## config.mk

```make
export PLATFORM = sky130hd
export DESIGN_NAME = serial_word_rx
export DESIGN_NICKNAME = d
export VERILOG_FILES = /design/src/rtl/serial_word_rx.sv
export SDC_FILE = /design/constraint.sdc
export NUM_CORES = 1
export LEC_CHECK = 0
export BUFFER_PORTS_ARGS = -buffer_cell sky130_fd_sc_hd__buf_2
export CAP_MARGIN = 20
export CORE_MARGIN = 2
export CORE_UTILIZATION = 25
export DETAILED_ROUTE_END_ITERATION = 12
export PLACE_DENSITY = 0.38
export SLEW_MARGIN = 20
export SYNTH_ARGS = -nofsm -noshare
export SYNTH_HDL_FRONTEND = slang
export SYNTH_SLANG_ARGS = --single-unit
```

## constraint.sdc

```tcl
create_clock -name CLK -period 1.6 [get_ports CLK]
set_input_delay 0.08 -clock CLK [delete_from_list [all_inputs] [get_ports CLK]]
set_output_delay 0.08 -clock CLK [all_outputs]
set_load 0.01 [all_outputs]
```

## src/rtl/serial_word_rx.sv

```systemverilog
// serial_word_rx: start/8-data/even-parity/stop serial receiver with a
// one-word output register, valid/ready handshake and overrun pulse.
module serial_word_rx #(
    parameter int WIDTH = 8,
    parameter int DIV   = 4
) (
    input  logic             CLK,
    input  logic             RST_N,
    input  logic             SDI,
    output logic [WIDTH-1:0] DATA,
    output logic             VALID,
    input  logic             READY,
    output logic             PERR,
    output logic             FERR,
    output logic             OVR
);

    localparam int CW = (DIV > 2) ? $clog2(DIV) : 1;
    localparam int IW = (WIDTH > 1) ? $clog2(WIDTH) : 1;

    typedef enum logic [2:0] {
        S_IDLE,
        S_START,
        S_DATA,
        S_PARITY,
        S_STOP
    } state_t;

    state_t           state, state_nxt;
    logic [CW-1:0]    cnt, cnt_nxt;
    logic [IW-1:0]    idx, idx_nxt;
    logic             sync1, line;
    logic             armed;
    logic             tick;
    logic             frame_done;
    logic [WIDTH-1:0] shreg;
    logic             perr_acc;

    // Two-flop synchronizer; idles high so reset looks like an idle line.
    always_ff @(posedge CLK or negedge RST_N) begin
        if (!RST_N) begin
            sync1 <= 1'b1;
            line  <= 1'b1;
        end else begin
            sync1 <= SDI;
            line  <= sync1;
        end
    end

    // Start detection is armed only after the line has been seen high, so a
    // line stuck low after a bad stop bit cannot fake a new start.
    always_ff @(posedge CLK or negedge RST_N) begin
        if (!RST_N) begin
            armed <= 1'b0;
        end else if (frame_done && !line) begin
            armed <= 1'b0;
        end else if (line) begin
            armed <= 1'b1;
        end
    end

    // FSM state, bit-period counter and bit index registers.
    always_ff @(posedge CLK or negedge RST_N) begin
        if (!RST_N) begin
            state <= S_IDLE;
            cnt   <= '0;
            idx   <= '0;
        end else begin
            state <= state_nxt;
            cnt   <= cnt_nxt;
            idx   <= idx_nxt;
        end
    end

    // Next-state logic: sample the line when the counter reaches zero.
    always_comb begin
        state_nxt  = state;
        cnt_nxt    = cnt;
        idx_nxt    = idx;
        frame_done = 1'b0;
        tick       = (state != S_IDLE) && (cnt == '0);
        case (state)
            S_IDLE: begin
                if (armed && !line) begin
                    state_nxt = S_START;
                    cnt_nxt   = CW'(DIV / 2 - 1);
                end
            end
            S_START: begin
                if (tick) begin
                    if (line) begin
                        state_nxt = S_IDLE;
                        cnt_nxt   = '0;
                    end else begin
                        state_nxt = S_DATA;
                        cnt_nxt   = CW'(DIV - 1);
                        idx_nxt   = '0;
                    end
                end else begin
                    cnt_nxt = cnt - 1'b1;
                end
            end
            S_DATA: begin
                if (tick) begin
                    cnt_nxt = CW'(DIV - 1);
                    if (idx == IW'(WIDTH - 1)) begin
                        state_nxt = S_PARITY;
                    end else begin
                        idx_nxt = idx + 1'b1;
                    end
                end else begin
                    cnt_nxt = cnt - 1'b1;
                end
            end
            S_PARITY: begin
                if (tick) begin
                    state_nxt = S_STOP;
                    cnt_nxt   = CW'(DIV - 1);
                end else begin
                    cnt_nxt = cnt - 1'b1;
                end
            end
            S_STOP: begin
                if (tick) begin
                    state_nxt  = S_IDLE;
                    cnt_nxt    = '0;
                    frame_done = 1'b1;
                end else begin
                    cnt_nxt = cnt - 1'b1;
                end
            end
            default: begin
                state_nxt = S_IDLE;
                cnt_nxt   = '0;
                idx_nxt   = '0;
            end
        endcase
    end

    // Data capture into the shift register and parity check.
    always_ff @(posedge CLK or negedge RST_N) begin
        if (!RST_N) begin
            shreg    <= '0;
            perr_acc <= 1'b0;
        end else begin
            if (state == S_DATA && tick) begin
                shreg[idx] <= line;
            end
            if (state == S_PARITY && tick) begin
                perr_acc <= line ^ (^shreg);
            end
        end
    end

    // Output register: load on the stop sample unless an unconsumed word is
    // held, in which case the new word is dropped and OVR pulses.
    always_ff @(posedge CLK or negedge RST_N) begin
        if (!RST_N) begin
            DATA  <= '0;
            VALID <= 1'b0;
            PERR  <= 1'b0;
            FERR  <= 1'b0;
            OVR   <= 1'b0;
        end else begin
            OVR <= 1'b0;
            if (frame_done) begin
                if (!VALID || READY) begin
                    DATA  <= shreg;
                    PERR  <= perr_acc;
                    FERR  <= ~line;
                    VALID <= 1'b1;
                end else begin
                    OVR <= 1'b1;
                end
            end else if (VALID && READY) begin
                VALID <= 1'b0;
            end
        end
    end

endmodule
```

==> results.yml, run 1 <==
clock_tree:
  clk_pin_slew_ns: 0.07
  clk_path_buf_depth: 2
  clk_latency_ns: 0.28
  cts_tree: "built"
  htreeDepth: 2
  clock_sinks: 32
  cts-root-buf: "clkbuf_8"
  cts_buffers: 5
floorplan:
  die_h_um: 83.5
  io_pins: 16
  die_area_um2: 6970
  core_um2: 6030
  die_w_um: 83.5
  start_util_pct: 26.2
  fp-row-count: 28
timing:
  drv_slew: 0
  tightest_slew_ns: 0.440
  finalSetupViolCount: 0
  finalClockSkew_ns: 0.0121
  fmax_ghz: 0.648
  hold_viol_final: 0
  period_needed_ns: 1.54
  finalWorstSetupSlack_ns: 0.0570
  rsz0062_at_grt: "yes"
  slew_headroom_pct: 70.7
  period_share_pct: 96.4
power:
  powerDensity_nw_per_um2: 1500
  p_leak_nw: 0.949
  vdd_ir_drop_max_v: 0.000507
worst_setup_path:
  crit_slowest_cell: "dfrtp_2"
  critPathMaxFanout: 2
  cp_cell_sequence: "ha_2 -> ha_2 -> nor2_2 -> o22ai_2 -> nor3_4 -> mux2_4"
  worst_setup_path_end_kind: "flip-flop"
  arrival_ns: 1.70
  cp.required_ns: 1.76
  critPathMaxStageDelay_ns: 0.41
  worst_path_most_repeated_cell: "ha_2"
  start_kind: "flip-flop"
  worstSetupPathType: "reg -> reg"
synth:
  syn_inst: 130
  synth_top_area_cell: "dfrtp_1"
  synth_area_leaders: "dfrtp_1 (48%), mux2_2 (12%), dfstp_2 (3.3%), ha_1 (2.4%), nand2_1 (2.4%)"
  ys_seq_elements: 32
  synth_area_um2: 1580
  synth_nets: 137
  yosysTopAreaCellShare_pct: 47.5
  avgSynthCellArea_um2: 12.2
  yosysUniqueCellTypes: 40
  ys.warnings.count: 0
  ys_seq_area_share_pct: 50.8
final_layout:
  layout_commonest_cell: "dfrtp_1"
  drive_above_1_share_pct: 47.0
  area_growth_pct: 26.4
  insertedDiodeCount: 0
  fin_nets: 174
  final_cell_mix: "dfrtp_1 (27), buf_4 (18), mux2_2 (17)"
  final_area_um2: 2000
global_route:
  antenna_found_initial: 0
  grt_usage_pct: 10.4
  grt_pass1_wl_mm: 5.66
  grt_pass1_vias: 1104
  gr-total-overflow: 0
  grt_max_degree: 20
placement:
  gp_congestion: 0.820
  io_buffer_count: 15
  place_ws_ns: -0.0835
  post-dp-hpwl_mm: 2.51
  dpl_cell_area_um2: 1870
routing:
  drt_first_pass_iters: 4
  drc_errors: 0
  drtIter0Drc: 40
  vias: 1103
  via_per_inst: 4.54
  wirelength_mm: 3.45
  wl_per_cell_um: 14.2
  postRouteAntennaNets: 0
flow_run:
  drv_cap: 0
outcome:
  outcome: "finished clean"
worst_hold_path:
  hold_class: "in -> reg"
stage by stage:
| step | TNS (ns) | std cells | hold slack [ns] | total power (W) | utilization, % |
|---|---|---|---|---|---|
| CTS | 0 | 243 | 0.119 | 0.00303 | 32.9 |
| global placement | -0.0124 | 233 | 0.0525 | 0.00234 | 31.0 |
| global route | -0.0398 | 243 | 0.150 | 0.00322 | 33.2 |
| finish | 0 | 243 | 0.100 | 0.00300 | 33.2 |
| floorplan | 0 | 130 | -0.216 | 0.00191 | - |
| detailed placement | -0.133 | 233 | 0.0639 | 0.00237 | 31.0 |
logic make-up (layout without fill, tap and decap cells):
| group | count (synthesis) | count (layout) | synth area share, % |
|---|---|---|---|
| muxes | 21 | 21 | 14.7 |
| AOI/OAI and AO/OA | 14 | 14 | 6.26 |
| DFF | 32 | 32 | 50.8 |
| and+or+nand+nor | 43 | 43 | 17.8 |
| xor gates and xnor gates | 7 | 7 | 4.75 |
| adders and majority gates | 3 | 3 | 2.38 |
| buffers and inverters | 10 | 48 | 3.25 |
routing by layer:
layer / global-route usage [%] / wire length, um / vias up
li1: - / - / 524
met1: 13.9 / 1710 / 556
met2: 16.2 / 1590 / 18
met3: 2.77 / 106 / 5
met4: 3.96 / 42 / 0
met5: 0 / 0 / -
cell type report:
type                       instances  area [um^2]
clock inverter                     1         5.00
clock buffer                       7         76.3
timing repair buffer              36          241
fill                             617         4030
sequential                        32          807
tap                               75         93.8
inverter                           4         15.0
multi-input combinational         88          759
path summary, 6_finish.rpt:
kind	start	to	slack (ns)	cells after the start
hold reg to reg	sync1	line	0.36	0
setup reg to reg	idx[1]	idx[0]	0.06	6
setup / recovery	idx[1]	idx[0]	0.06	6
hold / removal	READY	OVR	0.10	3
min in group asynchronous	RST_N	FERR	0.26	2
max in group asynchronous	RST_N	sync1	0.71	3
state kept, by name, indices dropped and copies added (netlist names):
register / flops
state: 3
OVR: 1
PERR: 1
sync1: 1
VALID: 1
line: 1
DATA: 8
idx: 3
cnt: 2
armed: 1
FERR: 1
perr_acc: 1
shreg: 8
synth_stat cells, drive strengths merged:
master and instances:
dfrtp 30, mux2 18, nand2 10, nor2 10, buf 4, inv 4, nand2b 4, nor2b 4
nor3 4, o21ai 4, xnor2 4, a21oi 3, ha 3, mux2i 3, nand3 3, nor3b 3
clkbuf 2, dfstp 2, nand4 2, xor2 2, a211oi 1, a21o 1, a311oi 1, and2 1
and3 1, o22ai 1, o31ai 1, o32ai 1, o41a 1, or2 1, xnor3 1
worst max-delay path: cells and delay by family (launching register included):
| family | cells | cell delay (ns) |
|---|---|---|
| flops | 1 | 0.41 |
| compound gates | 1 | 0.08 |
| simple gates | 2 | 0.26 |
| mux | 1 | 0.31 |
| fa+ha+maj | 2 | 0.36 |
repair_timing:
action | in CTS | in global routing
setup endpoints to repair | 9 | 9
hold buffers | 2 | 0
buffers inserted | 0 | 0
gates resized for setup | 4 | 4
endpoints found under the hold margin | 19 | 0
report_power, final:
group / total, W / leakage (nW) / internal (W) / switching, W
Combinational: 0.00126 / 0.488 / 0.000658 / 0.000600
Sequential: 0.00114 / 0.419 / 0.000972 / 0.000163
Clock: 0.000609 / 0.0422 / 0.000305 / 0.000304
No activity file was read; power rests on OpenSTA's default activity.
==> run 2, diff against run 1 <==
--- a/config.mk
+++ b/config.mk
@@ -11,6 +11,7 @@
 export CORE_UTILIZATION = 25
 export DETAILED_ROUTE_END_ITERATION = 12
 export PLACE_DENSITY = 0.38
+export REMOVE_ABC_BUFFERS = 1
 export SLEW_MARGIN = 20
 export SYNTH_ARGS = -nofsm -noshare
 export SYNTH_HDL_FRONTEND = slang
==> results.yml, run 2 (synthesized netlist as in run 1, its figures left out) <==
clock_tree:
  clk_path_buf_depth: 2
  cts-root-buf: "clkbuf_8"
  clk_pin_slew_ns: 0.07
  htreeDepth: 2
  cts_buffers: 5
  clk_latency_ns: 0.29
  cts_tree: "built"
  clock_sinks: 32
floorplan:
  fp-row-count: 28
  io_pins: 16
  die_h_um: 83.5
  core_um2: 6030
  start_util_pct: 26.2
  die_area_um2: 6970
  die_w_um: 83.5
routing:
  postRouteAntennaNets: 0
  wirelength_mm: 3.29
  vias: 1055
  drtIter0Drc: 36
  via_per_inst: 4.25
  drc_errors: 0
  drt_first_pass_iters: 4
  wl_per_cell_um: 13.2
timing:
  drv_slew: 0
  fmax_ghz: 0.644
  finalClockSkew_ns: 0.00813
  period_needed_ns: 1.55
  finalWorstSetupSlack_ns: 0.0466
  hold_viol_final: 0
  slew_headroom_pct: 80.7
  timing.hold.ws_ns: 0.122
  finalSetupViolCount: 0
  tightest_slew_ns: 0.290
  period_share_pct: 97.1
worst_hold_path:
  hold_class: "in -> reg"
final_layout:
  insertedDiodeCount: 0
  final_cells: 248
  drive_above_1_share_pct: 48.0
  layout_commonest_cell: "dfrtp_1"
  reg_top3: "DATA x8, shreg x8"
  final_cell_mix: "dfrtp_1 (28), buf_4 (21), mux2_2 (17)"
  area_growth_pct: 31.0
  fin_nets: 179
global_route:
  antenna_found_initial: 0
  grt_max_degree: 33
  grt_pass1_wl_mm: 5.55
  gr-total-overflow: 0
  grt_usage_pct: 10.0
  grt_pass1_vias: 1043
placement:
  place_ws_ns: -0.0527
  io_buffer_count: 15
  dp_cells: 235
  gp_congestion: 0.800
  post-dp-hpwl_mm: 2.27
worst_setup_path:
  worst_setup_path_end_kind: "flip-flop"
  critPathMaxFanout: 2
  arrival_ns: 1.73
  worstSetupPathType: "reg -> reg"
  start_kind: "flip-flop"
  cp.required_ns: 1.77
outcome:
  outcome: "finished clean"
power:
  vdd_ir_drop_max_v: 0.000410
  p_leak_nw: 0.982
  powerDensity_nw_per_um2: 1490
flow_run:
  drv_cap: 0
## run 2: where the power goes
part | internal [W] | switching (W)
clock network | 0.000350 | 0.000318
logic | 0.000696 | 0.000579
registers | 0.000971 | 0.000166
## run 2: what timing repair did
| action | 4_1_cts | 5_1_grt |
|---|---|---|
| cloned | 0 | 0 |
| endpoints found under the hold margin | 33 | 0 |
| hold buffers | 2 | 0 |
| endpoints found under the setup margin | 10 | 17 |
| setup buffers | 0 | 3 |
| pin swaps | 1 | 0 |
| resized for setup | 7 | 6 |
## run 2: per-layer routing
metal,vias up,global-route usage [%],part of all wire [%]
li1,532,-,-
met1,498,14.4,51
met3,6,3.07,4.1
met5,-,0,0
met2,19,14.1,43
met4,0,3.96,1.7
## run 2: worst paths after layout
check | start | endpoint | slack (ns) | cells after the start
max | idx[1] | idx[0] | 0.05 | 6
min | READY | OVR | 0.12 | 3
max reg2reg | idx[1] | idx[0] | 0.05 | 6
min reg2reg | sync1 | line | 0.36 | 0
max in group asynchronous | RST_N | line | 1.08 | 3
min in group asynchronous | RST_N | DATA[4] | 0.27 | 3
## run 2: through the flow
| step | cell area [um^2] | setup TNS (ns) | util [%] | power (W) |
|---|---|---|---|---|
| after global placement | 1880 | -0.366 | 31.3 | 0.00231 |
| after CTS | 2010 | 0 | 33.4 | 0.00306 |
| after global routing | 2070 | -0.00941 | 34.4 | 0.00330 |
| after floorplan | 1540 | -1.32 | - | 0.00183 |
| final | 2070 | 0 | 34.4 | 0.00308 |
| after detailed placement | 1880 | -0.222 | 31.3 | 0.00232 |
## run 2: cell type report
type / instances / area, um^2
inverter: 4 / 15.0
clock buffer: 7 / 86.3
tap: 75 / 93.8
fill: 625 / 3960
timing repair buffer: 41 / 295
sequential: 32 / 806
clock inverter: 1 / 7.51
multi-input combinational: 88 / 767
## run 2: worst max-delay path, stage by stage (launching register included)
cell and delay (ns):
dfrtp_1 0.40, ha_2 0.20, ha_4 0.16, nor2_2 0.09, o22ai_2 0.10, nor3_4 0.17, mux2_4 0.32
